**config.mk**
```make
export PLATFORM = sky130hd
export DESIGN_NAME = ex_hazard_ctrl_flat
export DESIGN_NICKNAME = d
export VERILOG_FILES = /design/src/rtl/ex_hazard_ctrl_pkg.sv /design/src/rtl/ex_hazard_ctrl_if.sv /design/src/rtl/ex_hazard_ctrl_reg_match.sv /design/src/rtl/ex_hazard_ctrl.sv /design/src/flat_wrapper.sv
export SDC_FILE = /design/constraint.sdc
export NUM_CORES = 1
export LEC_CHECK = 0
export ABC_AREA = 1
export CORE_MARGIN = 10
export CORE_UTILIZATION = 47
export CTS_BUF_LIST = sky130_fd_sc_hd__clkbuf_16
export DETAILED_ROUTE_END_ITERATION = 7
export GPL_ROUTABILITY_DRIVEN = 0
export PLACE_DENSITY_LB_ADDON = 0.05
export SLEW_MARGIN = 20
export SYNTH_ARGS = -nofsm -noshare
export SYNTH_HDL_FRONTEND = slang
export SYNTH_SLANG_ARGS = --single-unit
```
**constraint.sdc**
```tcl
create_clock -name clk -period 1.89 [get_ports clk]
set_input_delay 0.2835 -clock clk [delete_from_list [all_inputs] [get_ports clk]]
set_output_delay 0.2835 -clock clk [all_outputs]
set_load 0.1 [all_outputs]
```
**src/rtl/ex_hazard_ctrl_pkg.sv**
```systemverilog
// Shared pipeline constants: forwarding select codes, hazard FSM states, drain length.
// Optional build macro EX_FORWARDING_EN is consumed by ex_hazard_ctrl.
package mips_pkg;

  localparam logic [1:0] FW_REGFILE = 2'b00;
  localparam logic [1:0] FW_MEMWB   = 2'b10;
  localparam logic [1:0] FW_EXMEM   = 2'b11;

  localparam int unsigned DRAIN_CYCLES = 3;
  localparam int unsigned REG_ZERO     = 0;

  typedef enum logic [1:0] {
    StRun    = 2'd0,
    StDrain  = 2'd1,
    StHalted = 2'd2
  } state_e;

endpackage

```
**src/rtl/ex_hazard_ctrl_if.sv**
```systemverilog
// ID-stage request and hazard/forwarding response bundle of ex_hazard_ctrl.
// Macro EX_FORWARDING_EN does not affect this interface.
interface ex_hazard_ctrl_if #(
  parameter int unsigned NB_REG = 5
);
  logic              i_valid_id;
  logic [NB_REG-1:0] i_id_rs;
  logic [NB_REG-1:0] i_id_rt;
  logic              i_id_uses_rs;
  logic              i_id_uses_rt;
  logic [NB_REG-1:0] i_id_write_reg;
  logic              i_id_regWrite;
  logic              i_id_memRead;
  logic              i_halt;
  logic              o_stall;
  logic              o_bubble;
  logic [1:0]        o_fw_a;
  logic [1:0]        o_fw_b;
  logic              o_halted;
  logic [1:0]        o_state;

  modport master (
    output i_valid_id, i_id_rs, i_id_rt, i_id_uses_rs, i_id_uses_rt,
    output i_id_write_reg, i_id_regWrite, i_id_memRead, i_halt,
    input  o_stall, o_bubble, o_fw_a, o_fw_b, o_halted, o_state
  );

  modport slave (
    input  i_valid_id, i_id_rs, i_id_rt, i_id_uses_rs, i_id_uses_rt,
    input  i_id_write_reg, i_id_regWrite, i_id_memRead, i_halt,
    output o_stall, o_bubble, o_fw_a, o_fw_b, o_halted, o_state
  );

endinterface

```
**src/rtl/ex_hazard_ctrl_reg_match.sv**
```systemverilog
// True when a shadow-pipeline slot will write the given source register.
// r0 never matches. Unaffected by EX_FORWARDING_EN.
module reg_match
  import mips_pkg::*;
#(
  parameter int unsigned NB_REG = 5
) (
  input  logic              i_valid,
  input  logic              i_reg_write,
  input  logic [NB_REG-1:0] i_dest,
  input  logic [NB_REG-1:0] i_src,
  output logic              o_match
);

  always_comb begin
    o_match = i_valid & i_reg_write & (i_dest == i_src) & (i_src != NB_REG'(REG_ZERO));
  end

endmodule

```
**src/rtl/ex_hazard_ctrl.sv**
```systemverilog
// EX hazard unit: load-use/RAW stalls, EX operand forwarding selects and HALT drain FSM.
// Define EX_FORWARDING_EN to forward from EX/MEM and MEM/WB; otherwise RAW hazards stall.
module ex_hazard_ctrl
  import mips_pkg::*;
#(
  parameter int unsigned NB_REG = 5
) (
  input logic             clk,
  input logic             i_rst,
  ex_hazard_ctrl_if.slave bus
);

  typedef struct packed {
    logic              valid;
    logic [NB_REG-1:0] dest;
    logic              reg_write;
    logic              mem_read;
  } slot_t;

  slot_t      ex_q, mem_q, wb_q, ex_d;
  logic [1:0] fw_a_q, fw_a_d, fw_b_q, fw_b_d;
  state_e     state_q, state_d;
  logic [1:0] cnt_q, cnt_d;
  logic       stall, hazard;

  // hit[slot][operand]: slot 0 = EX, 1 = MEM; operand 0 = rs, 1 = rt
  slot_t [1:0]             cmp_slot;
  logic  [1:0][NB_REG-1:0] cmp_src;
  logic  [1:0][1:0]        hit;
  logic  [1:0]             uses;

  assign cmp_slot = {mem_q, ex_q};
  assign cmp_src  = {bus.i_id_rt, bus.i_id_rs};
  assign uses     = {bus.i_id_uses_rt, bus.i_id_uses_rs};

  for (genvar s = 0; s < 2; s++) begin : g_slot
    for (genvar o = 0; o < 2; o++) begin : g_op
      reg_match #(
        .NB_REG (NB_REG)
      ) u_match (
        .i_valid     (cmp_slot[s].valid),
        .i_reg_write (cmp_slot[s].reg_write),
        .i_dest      (cmp_slot[s].dest),
        .i_src       (cmp_src[o]),
        .o_match     (hit[s][o])
      );
    end
  end

  // WB writes land in the regfile before ID reads, so its slot never causes a hazard.
  logic unused_wb;
  assign unused_wb = ^wb_q;

  always_comb begin
    hazard = 1'b0;
`ifdef EX_FORWARDING_EN
    hazard = bus.i_valid_id & ex_q.mem_read & |(hit[0] & uses);
`else
    hazard = bus.i_valid_id & |((hit[0] | hit[1]) & uses);
`endif
  end

  always_comb begin
    state_d = state_q;
    cnt_d   = cnt_q;
    stall   = 1'b0;
    unique case (state_q)
      StRun: begin
        if (hazard) begin
          stall = 1'b1;
        end else if (bus.i_valid_id && bus.i_halt) begin
          state_d = StDrain;
          cnt_d   = '0;
        end
      end
      StDrain: begin
        stall = 1'b1;
        if (cnt_q == 2'(DRAIN_CYCLES - 1)) begin
          state_d = StHalted;
          cnt_d   = '0;
        end else begin
          cnt_d = cnt_q + 2'd1;
        end
      end
      StHalted: stall = 1'b1;
      default:  state_d = StRun;
    endcase
    if (i_rst) begin
      stall = 1'b0;
    end
  end

  always_comb begin
    ex_d.valid     = bus.i_valid_id & ~stall;
    ex_d.dest      = bus.i_id_write_reg;
    ex_d.reg_write = bus.i_id_regWrite;
    ex_d.mem_read  = bus.i_id_memRead;
    fw_a_d         = FW_REGFILE;
    fw_b_d         = FW_REGFILE;
`ifdef EX_FORWARDING_EN
    if (ex_d.valid && uses[0]) begin
      fw_a_d = hit[0][0] ? FW_EXMEM : (hit[1][0] ? FW_MEMWB : FW_REGFILE);
    end
    if (ex_d.valid && uses[1]) begin
      fw_b_d = hit[0][1] ? FW_EXMEM : (hit[1][1] ? FW_MEMWB : FW_REGFILE);
    end
`endif
  end

  always_ff @(posedge clk) begin
    if (i_rst) begin
      ex_q    <= '0;
      mem_q   <= '0;
      wb_q    <= '0;
      fw_a_q  <= FW_REGFILE;
      fw_b_q  <= FW_REGFILE;
      state_q <= StRun;
      cnt_q   <= '0;
    end else begin
      ex_q    <= ex_d;
      mem_q   <= ex_q;
      wb_q    <= mem_q;
      fw_a_q  <= fw_a_d;
      fw_b_q  <= fw_b_d;
      state_q <= state_d;
      cnt_q   <= cnt_d;
    end
  end

  always_comb begin
    bus.o_stall  = stall;
    bus.o_bubble = stall;
    bus.o_fw_a   = fw_a_q;
    bus.o_fw_b   = fw_b_q;
    bus.o_halted = (state_q == StHalted);
    bus.o_state  = state_q;
  end

endmodule

```
**src/flat_wrapper.sv**
```systemverilog
// flat-port wrapper written by rule: the top's interface ports become plain ports
module ex_hazard_ctrl_flat import mips_pkg::*;
#(
  parameter int unsigned NB_REG = 5
)
  (clk, i_rst, bus_i_valid_id, bus_i_id_rs, bus_i_id_rt, bus_i_id_uses_rs, bus_i_id_uses_rt, bus_i_id_write_reg, bus_i_id_regWrite, bus_i_id_memRead, bus_i_halt, bus_o_stall, bus_o_bubble, bus_o_fw_a, bus_o_fw_b, bus_o_halted, bus_o_state);
  ex_hazard_ctrl_if #(.NB_REG(NB_REG)) bus_i ();
  input logic clk;
  input logic i_rst;
  input wire logic [$bits(bus_i.i_valid_id)-1:0] bus_i_valid_id;
  input wire logic [$bits(bus_i.i_id_rs)-1:0] bus_i_id_rs;
  input wire logic [$bits(bus_i.i_id_rt)-1:0] bus_i_id_rt;
  input wire logic [$bits(bus_i.i_id_uses_rs)-1:0] bus_i_id_uses_rs;
  input wire logic [$bits(bus_i.i_id_uses_rt)-1:0] bus_i_id_uses_rt;
  input wire logic [$bits(bus_i.i_id_write_reg)-1:0] bus_i_id_write_reg;
  input wire logic [$bits(bus_i.i_id_regWrite)-1:0] bus_i_id_regWrite;
  input wire logic [$bits(bus_i.i_id_memRead)-1:0] bus_i_id_memRead;
  input wire logic [$bits(bus_i.i_halt)-1:0] bus_i_halt;
  output wire logic [$bits(bus_i.o_stall)-1:0] bus_o_stall;
  output wire logic [$bits(bus_i.o_bubble)-1:0] bus_o_bubble;
  output wire logic [$bits(bus_i.o_fw_a)-1:0] bus_o_fw_a;
  output wire logic [$bits(bus_i.o_fw_b)-1:0] bus_o_fw_b;
  output wire logic [$bits(bus_i.o_halted)-1:0] bus_o_halted;
  output wire logic [$bits(bus_i.o_state)-1:0] bus_o_state;
  assign bus_i.i_valid_id = bus_i_valid_id;
  assign bus_i.i_id_rs = bus_i_id_rs;
  assign bus_i.i_id_rt = bus_i_id_rt;
  assign bus_i.i_id_uses_rs = bus_i_id_uses_rs;
  assign bus_i.i_id_uses_rt = bus_i_id_uses_rt;
  assign bus_i.i_id_write_reg = bus_i_id_write_reg;
  assign bus_i.i_id_regWrite = bus_i_id_regWrite;
  assign bus_i.i_id_memRead = bus_i_id_memRead;
  assign bus_i.i_halt = bus_i_halt;
  assign bus_o_stall = bus_i.o_stall;
  assign bus_o_bubble = bus_i.o_bubble;
  assign bus_o_fw_a = bus_i.o_fw_a;
  assign bus_o_fw_b = bus_i.o_fw_b;
  assign bus_o_halted = bus_i.o_halted;
  assign bus_o_state = bus_i.o_state;
  ex_hazard_ctrl #(.NB_REG(NB_REG)) u_core (.clk(clk), .i_rst(i_rst), .bus(bus_i));
endmodule
```
==> out/metrics.cfg <==
[grt]
grt_max_degree = 17
antenna_found_initial = 0
grt_pass1_wl_um = 4890
grt_util_all_layers_pct = 12.1
grt.overflow.total = 0
grt_pass1_vias = 1152

[worst_hold_path]
worstHoldStart = u_core.cmp_slot[1]
whs_endpoint = u_core.cmp_slot[9]
min_path_cells = 2
hold_class = reg -> reg

[power_and_ir_drop]
p_leak_nw = 0.835
powerDensity_nw_per_um2 = 1090
ir_worst_vdd_v = 0.000855

[yosys]
synth.cell_area_um2 = 1140
synthCells = 192
ys_warn_count = 0
ys_ff_latch = 18
seq_area_frac_synth_pct = 31.6
yosysUniqueCellTypes = 21
avgSynthCellArea_um2 = 5.94

[critical_path]
worstSetupPathType = reg -> out
rr_endpoint = u_core.bus.o_state[1]
required_ns = 1.61
crit_fanout = 3
r2r_cells = 7
rrSetupSlack_ns = 0.34
cp-start-kind = flip-flop
reg2reg_from = u_core.bus.o_state[1]
critPathArrivalTime_ns = 1.80
end_kind = output pin

[drt]
dr.pass1.iters = 4
wl_um = 3010
via_per_inst = 4.65
dr_total_vias = 1163
route.detailed.drc = 0
drt_iter0_markers = 79
wl_per_cell_um = 12.0
detail-route-antenna-nets = 0

[floorplan]
fp.dieH_um = 69.3
die-area_um2 = 4800
start_util_pct = 50.6
pin_count = 32
core_um2 = 2250
num_rows = 17
die_w_um = 69.3

[sta]
final_max_slew_viol_count = 0
finalWorstSetupSlack_ns = -0.190
min_period_ns = 2.08
finalHoldViolations = 0
rsz0062_at_grt = yes
max_freq_mhz = 481
period_share_pct = 110
clock_skew_ns = 0.00238
hold_ws_ns = 0.431
setup_viol = 2

[run_status]
status = finished with violations
violations = setup timing

[clocking]
cts.sinks = 18
cts_max_level = 1
clk_pin_slew_ns = 0.05
postCtsSetupRepairBufs = 0
cts_tree = yes
cts_buffer_depth = 2
clock_latency_ns = 0.25
root_buffer = clkbuf_16
cts_made_buffers = 3
hold_buffers = 0

[cells_and_area]
final_nets = 250
layout.cells.non_filler = 250
fillers = 224
register_area_um2 = 384
syn_to_final_growth_pct = 41.4
drive_gt1_share_pct = 29.3
mostFrequentLayoutCells = nand2_1 (57), nor2_1 (28), inv_1 (23)
diodes = 0
multi_input_area_um2 = 662
final_common_cell = nand2_1

[placement]
dp_cells = 246
port_buffers = 26
hpwl_um = 2380

[flow_run]
maxCapViolCount = 0

==> Yosys cell counts <==
cell / count / share of area, %
a211oi_1: 1 / 0.66
a21oi_1: 3 / 1.3
a21oi_2: 2 / 1.5
buf_4: 5 / 3.3
clkbuf_1: 2 / 0.66
conb_1: 1 / 0.33
dfxtp_1: 18 / 32
ha_1: 4 / 4.4
inv_1: 33 / 11
inv_2: 5 / 1.6
nand2_1: 66 / 22
nand2_2: 3 / 1.6
nand2_4: 1 / 0.99
nand3_1: 8 / 3.5
nand3_2: 1 / 0.88
nand4_1: 1 / 0.55
nor2_1: 32 / 11
nor2_2: 1 / 0.55
o21ai_0: 2 / 0.88
o21bai_2: 1 / 0.99
xor2_1: 2 / 1.5
==> per-layer routing <==
metal,vias up,share of wire (%),routed length [um],track usage (%)
met5,-,0,0,0
met4,0,1.4,41,4.88
met3,5,5.9,178,4.14
met2,33,51,1520,21.3
met1,513,42,1270,12.7
li1,612,-,-,-
==> sequential cells by signal, indices dropped and copies added, names as in the netlist <==
name                cells
u_core.bus.o_state      2
u_core.cnt_q            2
u_core.cmp_slot        14
==> critical path, stage by stage (launching register included) <==
cell and delay (ns):
dfxtp_2 0.35, inv_2 0.04, nand2_1 0.06, nand2_1 0.07, nor2_1 0.12, nand3_1 0.09, nand2_1 0.08, nand2_2 0.06
nand2_2 0.06, nand2_2 0.06, o21bai_4 0.12, nand2_2 0.08, nor2_4 0.16, buf_12 0.20
==> report_power, final <==
part | leakage, nW | switching [mW] | internal (mW)
logic | 0.643 | 0.562 | 0.298
clock network | 0.0385 | 0.146 | 0.281
registers | 0.154 | 0.0418 | 0.432
==> per-stage QoR <==
stage	cell area, um2	utilization [%]	worst slack [ns]	total power, mW	TNS, ns
finish	1610	71.6	-0.190	1.76	-0.378
global route	1610	71.6	-0.306	1.85	-0.611
CTS	1590	70.4	-0.177	1.76	-0.352
detailed placement	1510	66.9	-0.420	1.34	-0.978
global placement	1510	66.9	-0.362	1.31	-0.725
floorplan	1220	-	-0.229	1.12	-0.440
==> repair_timing <==
action / 4_1_cts / 5_1_grt
endpoints found under the setup margin: 2 / 2
gates resized for setup: 21 / 18
pin swaps: 5 / 6
gates cloned: 0 / 0
==> area by class of cell <==
class,count,area share [%]
multi-input combinational,132,41.0
sequential,18,23.8
timing repair buffer,30,19.0
inverter,38,9.15
clock buffer,3,4.65
tap,28,2.17
clock inverter,1,0.233
==> logic make-up (layout without fill, tap and decap cells) <==
kind of cell,after synthesis,in the layout,share of synthesized area (%)
xor+xnor,2,2,1.54
simple gates,113,113,40.4
buf+inv,45,72,16.4
fa+ha+maj,4,4,4.39
flops,18,18,31.6
other cells,1,4,0.329
compound gates,9,9,5.37
==> worst max path at each step <==
stage / startpoint / to / cells after the start
after floorplan: u_core.bus.o_state[0] / bus_o_stall / 6
after global placement: bus_i_id_rt[4] / bus_o_bubble / 14
after detailed placement: bus_i_id_rt[4] / bus_o_stall / 14
after CTS: u_core.cmp_slot[11] / bus_o_stall / 13
after global routing: u_core.cmp_slot[4] / bus_o_stall / 13
final: u_core.cmp_slot[14] / bus_o_stall / 13
(Power assumes the default switching activity.)
